===== config.mk =====
export PLATFORM = sky130hd
export DESIGN_NAME = alu_exec_unit
export DESIGN_NICKNAME = d
export VERILOG_FILES = /design/src/rtl/alu_exec_unit.sv
export SDC_FILE = /design/constraint.sdc
export NUM_CORES = 1
export LEC_CHECK = 0
export ABC_AREA = 1
export CAP_MARGIN = 30
export CORE_MARGIN = 2
export CORE_UTILIZATION = 38
export CTS_CLUSTER_SIZE = 16
export DETAILED_ROUTE_END_ITERATION = 8
export GPL_ROUTABILITY_DRIVEN = 0
export HOLD_SLACK_MARGIN = 0.15
export SYNTH_ARGS = -nofsm -noshare
export SYNTH_HDL_FRONTEND = slang
export SYNTH_SLANG_ARGS = --single-unit

===== constraint.sdc =====
create_clock -name clk -period 2.2 [get_ports clk]
set_clock_uncertainty 0.05 [all_clocks]
set_input_delay 0.44 -clock clk [delete_from_list [all_inputs] [get_ports clk]]
set_output_delay 0.44 -clock clk [all_outputs]
set_load 0.05 [all_outputs]

===== src/rtl/alu_exec_unit.sv =====
// alu_exec_unit: execute stage for op_mne-encoded ALU operations.
// Takes {op, a, b} from decode over a valid/ready handshake and returns a
// registered result with zero/carry/illegal flags. All ops complete in one
// cycle except LSH, which shifts one bit per cycle for in_b[SHW-1:0] cycles.
// The output register drains and reloads on the same edge, so back-to-back
// single-cycle ops sustain one result per cycle.
//
// op_mne encoding (matches the Definitions package ordering):
//   0 NOP   1 INC   2 DEC   3 CLB   4 ADD   5 SUB   6 ORR    7 AND
//   8 XOR   9 LSH  10 RXOR_7  11 RXOR_8  12..15 illegal

module alu_exec_unit #(
  parameter int W   = 8,  // datapath width, RXOR_7/RXOR_8 need W >= 8
  parameter int SHW = 3   // LSH count width taken from in_b[SHW-1:0]
) (
  input  logic         clk,
  input  logic         reset,
  input  logic         in_valid,
  output logic         in_ready,
  input  logic [3:0]   in_op,
  input  logic [W-1:0] in_a,
  input  logic [W-1:0] in_b,
  output logic         out_valid,
  input  logic         out_ready,
  output logic [W-1:0] out_result,
  output logic         out_zero,
  output logic         out_carry,
  output logic         out_illegal,
  output logic         busy
);

  // op_mne codes
  localparam logic [3:0] OP_NOP   = 4'd0;
  localparam logic [3:0] OP_INC   = 4'd1;
  localparam logic [3:0] OP_DEC   = 4'd2;
  localparam logic [3:0] OP_CLB   = 4'd3;
  localparam logic [3:0] OP_ADD   = 4'd4;
  localparam logic [3:0] OP_SUB   = 4'd5;
  localparam logic [3:0] OP_ORR   = 4'd6;
  localparam logic [3:0] OP_AND   = 4'd7;
  localparam logic [3:0] OP_XOR   = 4'd8;
  localparam logic [3:0] OP_LSH   = 4'd9;
  localparam logic [3:0] OP_RXOR7 = 4'd10;
  localparam logic [3:0] OP_RXOR8 = 4'd11;

  typedef enum logic [0:0] {
    S_IDLE  = 1'b0,
    S_SHIFT = 1'b1
  } state_e;

  // Zero flag helper shared by the single-cycle and shift completion paths.
  function automatic logic zero_flag(input logic [W-1:0] v);
    return (v == {W{1'b0}});
  endfunction

  // Architectural state
  state_e         state_q;
  logic [W-1:0]   acc_q;
  logic [SHW-1:0] cnt_q;
  logic           out_valid_q;
  logic [W-1:0]   out_result_q;
  logic           out_zero_q;
  logic           out_carry_q;
  logic           out_illegal_q;
  logic           busy_q;

  // Combinational datapath
  logic [W:0]     add_s;
  logic [W:0]     sub_s;
  logic [W:0]     inc_s;
  logic [W-1:0]   dec_s;
  logic [SHW-1:0] shift_cnt_s;
  logic           start_shift_s;
  logic           in_ready_s;
  logic           accept_s;
  logic [W-1:0]   alu_res_s;
  logic           alu_carry_s;
  logic           alu_illegal_s;
  logic [W-1:0]   acc_shl_s;

  // The extra top bit of the widened add/sub/inc holds carry-out or borrow.
  assign add_s = {1'b0, in_a} + {1'b0, in_b};
  assign sub_s = {1'b0, in_a} - {1'b0, in_b};
  assign inc_s = {1'b0, in_a} + {{W{1'b0}}, 1'b1};
  assign dec_s = in_a - {{(W-1){1'b0}}, 1'b1};

  assign shift_cnt_s   = in_b[SHW-1:0];
  assign start_shift_s = (in_op == OP_LSH) && (shift_cnt_s != {SHW{1'b0}});

  // Ready ignores in_valid so upstream can use it without a combinational loop.
  assign in_ready_s = (state_q == S_IDLE) && (!out_valid_q || out_ready) && !reset;
  assign accept_s   = in_valid && in_ready_s;

  assign acc_shl_s = {acc_q[W-2:0], 1'b0};

  // Single-cycle result and flags for the op presented on the input port.
  always_comb begin
    alu_res_s     = {W{1'b0}};
    alu_carry_s   = 1'b0;
    alu_illegal_s = 1'b0;
    case (in_op)
      OP_NOP: alu_res_s = in_a;
      OP_INC: begin
        alu_res_s   = inc_s[W-1:0];
        alu_carry_s = inc_s[W];
      end
      OP_DEC: begin
        alu_res_s   = dec_s;
        alu_carry_s = (in_a == {W{1'b0}});
      end
      OP_CLB: begin
        alu_res_s        = in_a;
        alu_res_s[W-1]   = 1'b0;
      end
      OP_ADD: begin
        alu_res_s   = add_s[W-1:0];
        alu_carry_s = add_s[W];
      end
      OP_SUB: begin
        alu_res_s   = sub_s[W-1:0];
        alu_carry_s = sub_s[W];
      end
      OP_ORR:   alu_res_s = in_a | in_b;
      OP_AND:   alu_res_s = in_a & in_b;
      OP_XOR:   alu_res_s = in_a ^ in_b;
      // Only the count==0 case completes here; nonzero counts go to SHIFT.
      OP_LSH:   alu_res_s = in_a;
      OP_RXOR7: alu_res_s[0] = ^in_a[6:0];
      OP_RXOR8: alu_res_s[0] = ^in_a[7:0];
      default: begin
        alu_res_s     = {W{1'b0}};
        alu_illegal_s = 1'b1;
      end
    endcase
  end

  // Control FSM plus output register: accept, iterate LSH, hold under backpressure.
  always_ff @(posedge clk or posedge reset) begin
    if (reset) begin
      state_q       <= S_IDLE;
      acc_q         <= {W{1'b0}};
      cnt_q         <= {SHW{1'b0}};
      out_valid_q   <= 1'b0;
      out_result_q  <= {W{1'b0}};
      out_zero_q    <= 1'b0;
      out_carry_q   <= 1'b0;
      out_illegal_q <= 1'b0;
      busy_q        <= 1'b0;
    end else begin
      case (state_q)
        S_IDLE: begin
          if (accept_s) begin
            if (start_shift_s) begin
              // Output slot is free (or drains this edge); nothing to show until done.
              acc_q       <= in_a;
              cnt_q       <= shift_cnt_s;
              busy_q      <= 1'b1;
              out_valid_q <= 1'b0;
              state_q     <= S_SHIFT;
            end else begin
              out_valid_q   <= 1'b1;
              out_result_q  <= alu_res_s;
              out_zero_q    <= zero_flag(alu_res_s);
              out_carry_q   <= alu_carry_s;
              out_illegal_q <= alu_illegal_s;
            end
          end else if (out_ready) begin
            // Consumed with no replacement: drop valid, keep last data.
            out_valid_q <= 1'b0;
          end else begin
            // Stalled or empty: every output holds.
            out_valid_q <= out_valid_q;
          end
        end
        S_SHIFT: begin
          // The carry is the bit shifted out on the final step, so it is
          // taken straight from acc_q[W-1] when the last shift completes.
          acc_q <= acc_shl_s;
          cnt_q <= cnt_q - SHW'(1);
          if (cnt_q == SHW'(1)) begin
            out_valid_q   <= 1'b1;
            out_result_q  <= acc_shl_s;
            out_zero_q    <= zero_flag(acc_shl_s);
            out_carry_q   <= acc_q[W-1];
            out_illegal_q <= 1'b0;
            busy_q        <= 1'b0;
            state_q       <= S_IDLE;
          end else begin
            busy_q <= 1'b1;
          end
        end
        default: begin
          state_q <= S_IDLE;
          busy_q  <= 1'b0;
        end
      endcase
    end
  end

  assign in_ready    = in_ready_s;
  assign out_valid   = out_valid_q;
  assign out_result  = out_result_q;
  assign out_zero    = out_zero_q;
  assign out_carry   = out_carry_q;
  assign out_illegal = out_illegal_q;
  assign busy        = busy_q;

endmodule


Word-level counts from Yosys, hierarchy flattened
Cells that the tools add are included.

Flip-flop bits (word level): 25. Output and inout bits: 14. Logic and storage cells: 93. Input bits: 24.

Muxes and demuxes: 38. Equal/unequal tests: 17. Add/sub/neg operators: 5. Reductions and logical operators: 20. Bitwise logic cells: 4.

Operator list (number): case mux 7 bit (9 select lines) (1); 2-to-1 mux 8 bit (5); case mux 8 bit (2 select lines) (2); zero test 8 bit (3); 2-to-1 mux 1 bit (19); equality test 4 x 3 -> 1 bit, second input constant (4); equality test 4 bit, second input constant (4); case mux 1 bit (2 select lines) (6); OR reduction 12 bit (1); case mux 1 bit (10 select lines) (1); adder 8 x 1 -> 9 bit, second input constant (1); adder 8 x 8 -> 9 bit (1); subtractor 8 x 8 -> 9 bit (1); AND 8 bit (1); equality test 4 x 2 -> 1 bit, second input constant (2); bitwise OR 8 bit (1); XOR reduction 8 bit (1); subtractor 8 x 1 -> 8 bit, second input constant (1); bitwise XOR 8 bit (1); XOR reduction 7 bit (1); 2-to-1 mux 3 bit (2); != test 2 bit, second input constant (3); case mux 3 bit (2 select lines) (1); equality test 4 x 1 -> 1 bit, second input constant (1); 15 further kinds (20).

Logic depth before layout (Yosys ltp)
Depth after elaboration: 7. Mapped depth: 15. Gate-level depth less buffers: 14.

Least setup slack after synthesis
Ideal clock, no wire load.

Kind: flip-flop to flip-flop. Start point: register out_valid_q, in the netlist out_valid. End point: register out_result_q[3], in the netlist out_result[3]. Buffers on the path: 1. Data required time: 2.068 ns. Slack: -0.771 ns. Setup time: 0.082 ns. Arrival time: 2.839 ns. Stages on the path, launching flop included: 9. Clock period less this slack: 2.971 ns. Cells stage by stage: dfrtp_1 > a211oi_1 > nand2_1 > nor2_4 > nor2_8 > inv_2 > buf_6 > nor2_1 > a31oi_1.

Cells in the longest elaborated chain, start to end: 7.

RTL lines: start, declared (line 60) `logic out_valid_q;`; start signal, assigned (line 172) `out_valid_q <= out_valid_q;`; zero test 1 bit (line 91) `assign in_ready_s = (state_q == S_IDLE) && (!out_valid_q || out_ready) && !reset;`; logical OR 1 bit (line 91); logical AND 1 bit (2 in a row) (line 91); via in_ready (line 19) `output logic in_ready,`; logical AND 1 bit (line 92) `assign accept_s = in_valid && in_ready_s;`; != test 2 bit (no source line); AND reduction 3 bit (no source line); end signal, assigned (line 144) `out_result_q <= {W{1'b0}};`; end signal, assigned (line 162) `out_result_q <= alu_res_s;`; end signal, assigned (line 182) `out_result_q <= acc_shl_s;`; end, declared (line 61) `logic [W-1:0] out_result_q;`.

The timed path passes the listed nets, and every way through them passes these cells. A chain may end at the register's enable or synchronous reset.

Final worst setup path
Start point: input in_a[2]. End point: register out_zero_q, in the netlist out_zero.

Cells in the longest elaborated chain, start to end: 6. Elaborated cells on any way between the ends: 15. Those cells by class: 4 x add/sub; 5 x mux; 3 x bitwise; 3 x reduce/logical.

RTL lines: start, declared (line 21) `input logic [W-1:0] in_a,`; subtractor 8 x 8 -> 9 bit, or another cell as far along (line 83) `assign sub_s = {1'b0, in_a} - {1'b0, in_b};`; case mux 7 bit (9 select lines) or case mux 1 bit (10 select lines) (tied branches) (line 101) `case (in_op)`; zero test 8 bit * (line 53) `return (v == {W{1'b0}});`; 2-to-1 mux 1 bit * (line 153) `if (start_shift_s) begin`; 2-to-1 mux 1 bit * (line 152) `if (accept_s) begin`; case mux 1 bit (2 select lines) * (line 150) `case (state_q)`; end signal, assigned (line 163) `out_zero_q <= zero_flag(alu_res_s);`; end signal, assigned (line 183) `out_zero_q <= zero_flag(acc_shl_s);`; end, declared (line 62) `logic out_zero_q;`.

Mark *: on every way between the ends. The rest lies on a longest branch, timed or not. The select of a mux whose other input is x is not followed.

==> impl_metrics.py <==
metrics = {
    "run_status": {
        "status": "finished, final reports clean",
    },
    "synth": {
        "avgSynthCellArea_um2": 6.22,
        "yosys_warnings": 0,
        "synth_simple_gate_area_share_pct": 40.6,
        "synthXorXnorAreaFrac_pct": 0,
        "synth_top_family_by_area": "simple AND/OR/NAND/NOR gates",
        "synth_fp_nets": 556,
        "syn_inst": 494,
        "synth_compound_area_share_pct": 12.7,
        "synth_top_flop_cell": "dfrtp_1",
        "synth_fa_ha_area_share_pct": 16.0,
        "yosysSeqAreaShare_pct": 20.4,
        "synth-async-reset-ratio_pct": 100,
        "synth_edf_count": 0,
        "yosys.cell_types.count": 36,
        "ys_top_cells_by_area": "dfrtp_1 (20%), nand2_1 (18%), ha_1 (15%)",
        "synthesis.area_um2": 3070,
        "synth_top_area_share_pct": 20.4,
        "synthMuxAreaShare_pct": 0,
        "synth_largest_area_cell": "dfrtp_1",
        "synth_seq_cells": 25,
        "synth_most_common_cell": "nand2_1",
        "synth_top_cells_by_count": "nand2_1 (146), inv_1 (70), nor2_1 (61), nand3_1 (56), ha_1 (36)",
    },
    "drt": {
        "dr.pass1.iters": 6,
        "wirelength_um": 10900,
        "drc": 0,
        "drt-vias-per-instance": 5.14,
        "drt_iter0_markers": 299,
        "postRouteAntennaNets": 0,
        "detail_route.wl_per_cell_um": 14.7,
        "num_vias": 3811,
    },
    "setup_path": {
        "path_class": "in2reg",
        "slowest_stage": "dlygate4sd2_1",
        "cp_max_fo": 4,
        "cp-end-kind": "flop",
        "cpPeakStageDelay_ns": 0.25,
        "required_ns": 2.35,
        "path_buf_inv": 4,
        "cp.arrival_ns": 2.20,
        "crit_family": "buffers and inverters",
        "cp_cell_sequence": "dlygate4sd2_1 -> inv_2 -> buf_4 -> ha_2 -> inv_1 -> a21oi_2 -> nor2_1 -> o21ai_1 -> nand3_1 -> nor2_1 -> nand2_1 -> nor2_2 -> nand3_2 -> a21oi_2",
        "cp-start-kind": "primary input",
    },
    "layout": {
        "regArea_um2": 626,
        "area_growth_pct": 54.5,
        "multi_input_area_um2": 2400,
        "fillers": 721,
        "final_nets": 702,
        "diodes": 0,
        "fin_area_um2": 4750,
        "layout-drive-gt1-share_pct": 31.5,
        "stdcell_count": 741,
        "fin_util_pct": 61.1,
    },
    "grt": {
        "grt_max_degree": 19,
        "grt_pass1_vias": 3716,
        "grt-ovfl-total": 0,
        "grt.total_usage_pct": 25.9,
        "grt_pass1_wl_um": 18000,
        "antenna_found_initial": 0,
    },
    "floorplan": {
        "core_um2": 7770,
        "io_pins": 38,
        "start_util_pct": 39.6,
        "fp.dieH_um": 93.9,
        "dieArea_um2": 8820,
        "num_rows": 32,
        "die_w_um": 93.9,
    },
    "clocking": {
        "clk_latency_ns": 0.28,
        "cts_tree": "yes",
        "cts_buffer_depth": 2,
        "cts_sinks": 25,
        "htree_num_levels": 1,
        "cts_hold_buffers": 0,
        "cts_root_buf": "clkbuf_8",
        "clk_pin_slew_worst_paths_ns": 0.09,
        "cts_made_buffers": 3,
    },
    "sta": {
        "post-route-period-util_pct": 93.2,
        "worst_pin_slew_ns": 0.503,
        "hold_viol": 0,
        "fin_crit_ns": 2.05,
        "fmax_ghz": 0.488,
        "relSlewSlack_pct": 66.4,
        "setup-violations-final": 0,
        "report.final.slew_viol_count": 0,
    },
    "hold_path": {
        "hp-class": "reg2reg",
    },
    "placement": {
        "io_buffers": 37,
        "hpwl_um": 8870,
        "placed_cells": 733,
        "place_area_um2": 4400,
    },
    "power": {
        "p_per_area_nw_per_um2": 638,
        "vdd_drop_max_mv": 0.337,
        "leakage_nw": 2.48,
    },
    "run": {
        "cap_violations": 0,
    },
}
-- worst register-to-register path, cell delays in order (launching register included) --
cell and delay (ns):
dfrtp_1 0.57, a211oi_4 0.29, nand2_1 0.13, inv_1 0.09, nand2_1 0.06, inv_1 0.09, nor2_2 0.06, inv_1 0.18
o221ai_1 0.14
-- logic make-up after synthesis --
logic type               count (synthesis)
AO/OA/AOI/OAI                           62
adder cells (fa/ha/maj)                 38
buffers and inverters                   81
flip-flops                              25
AND/OR/NAND/NOR                        288
-- per-stage QoR --
step / setup slack, ns / power [mW] / setup TNS [ns] / hold WS (ns)
finish: 0.151 / 3.03 / 0 / 0.442
global route: -0.0164 / 3.24 / -0.0314 / 0.471
CTS: 0.00725 / 3.01 / 0 / 0.444
detailed placement: -0.544 / 2.67 / -6.26 / 0.422
global placement: -0.496 / 2.64 / -5.48 / 0.418
floorplan: 0.0310 / 1.89 / 0 / 0.404
-- state kept, by name, indices dropped and copies added, names as in the netlist --
signal,flops
out_result,8
out_illegal,1
acc_q,8
cnt_q,3
out_carry,1
state_q,1
out_valid,1
out_zero,1
busy,1
-- final timing paths --
check                              start  slack (ns)  cells after the start            end
worst min-delay path            acc_q[7]        0.44                      2       acc_q[7]
worst min register to register  acc_q[7]        0.44                      2       acc_q[7]
worst max register to register   state_q        0.42                      8       acc_q[6]
worst max-delay path             in_a[2]        0.15                     14       out_zero
max in group asynchronous          reset        1.22                      3  out_result[5]
min in group asynchronous          reset        0.46                      2       cnt_q[2]
-- final cells by class --
cell class                      instances  share of cell area (%)
Tap cell                              102                    2.69
Inverter                               73                    5.82
Clock buffer                            3                   0.870
Clock inverter                          1                   0.105
Timing Repair Buffer                  149                    26.8
Sequential cell                        25                    13.2
Multi-Input combinational cell        388                    50.6
-- cells in the final DEF, fill, tap and decap left out, drive strengths merged, types with 4 or more instances in the layout --
cell type and count:
a21oi 16, a31oi 6, buf 113, clkbuf 6, clkdlybuf4s50 16, dfrtp 25
dlygate4sd2 8, dlymetal6s2s 9, ha 36, inv 72, nand2 147, nand3 57
nand3b 4, nand4 10, nor2 66, o211ai 6, o21ai 22, o221ai 6
-- routing by layer --
layer	up-vias	routed length [um]	global-route usage (%)	part of all wire, %
met2	150	5200	45.5	48
li1	1903	-	-	-
met5	-	0	0	0
met1	1725	4580	31.7	42
met3	33	641	2.33	5.9
met4	0	445	12.2	4.1
-- where the power goes --
part           internal [mW]  switching (mW)  total, mW
logic                  0.792            1.16       1.95
clock network          0.127           0.147      0.274
registers              0.657           0.146      0.804
-- what timing repair did --
action / CTS / global route
resized for setup: 69 / 39
setup buffers: 3 / 1
endpoints found under the setup margin: 9 / 10
pin swaps: 17 / 24
No activity file was read; power rests on OpenSTA's default activity.
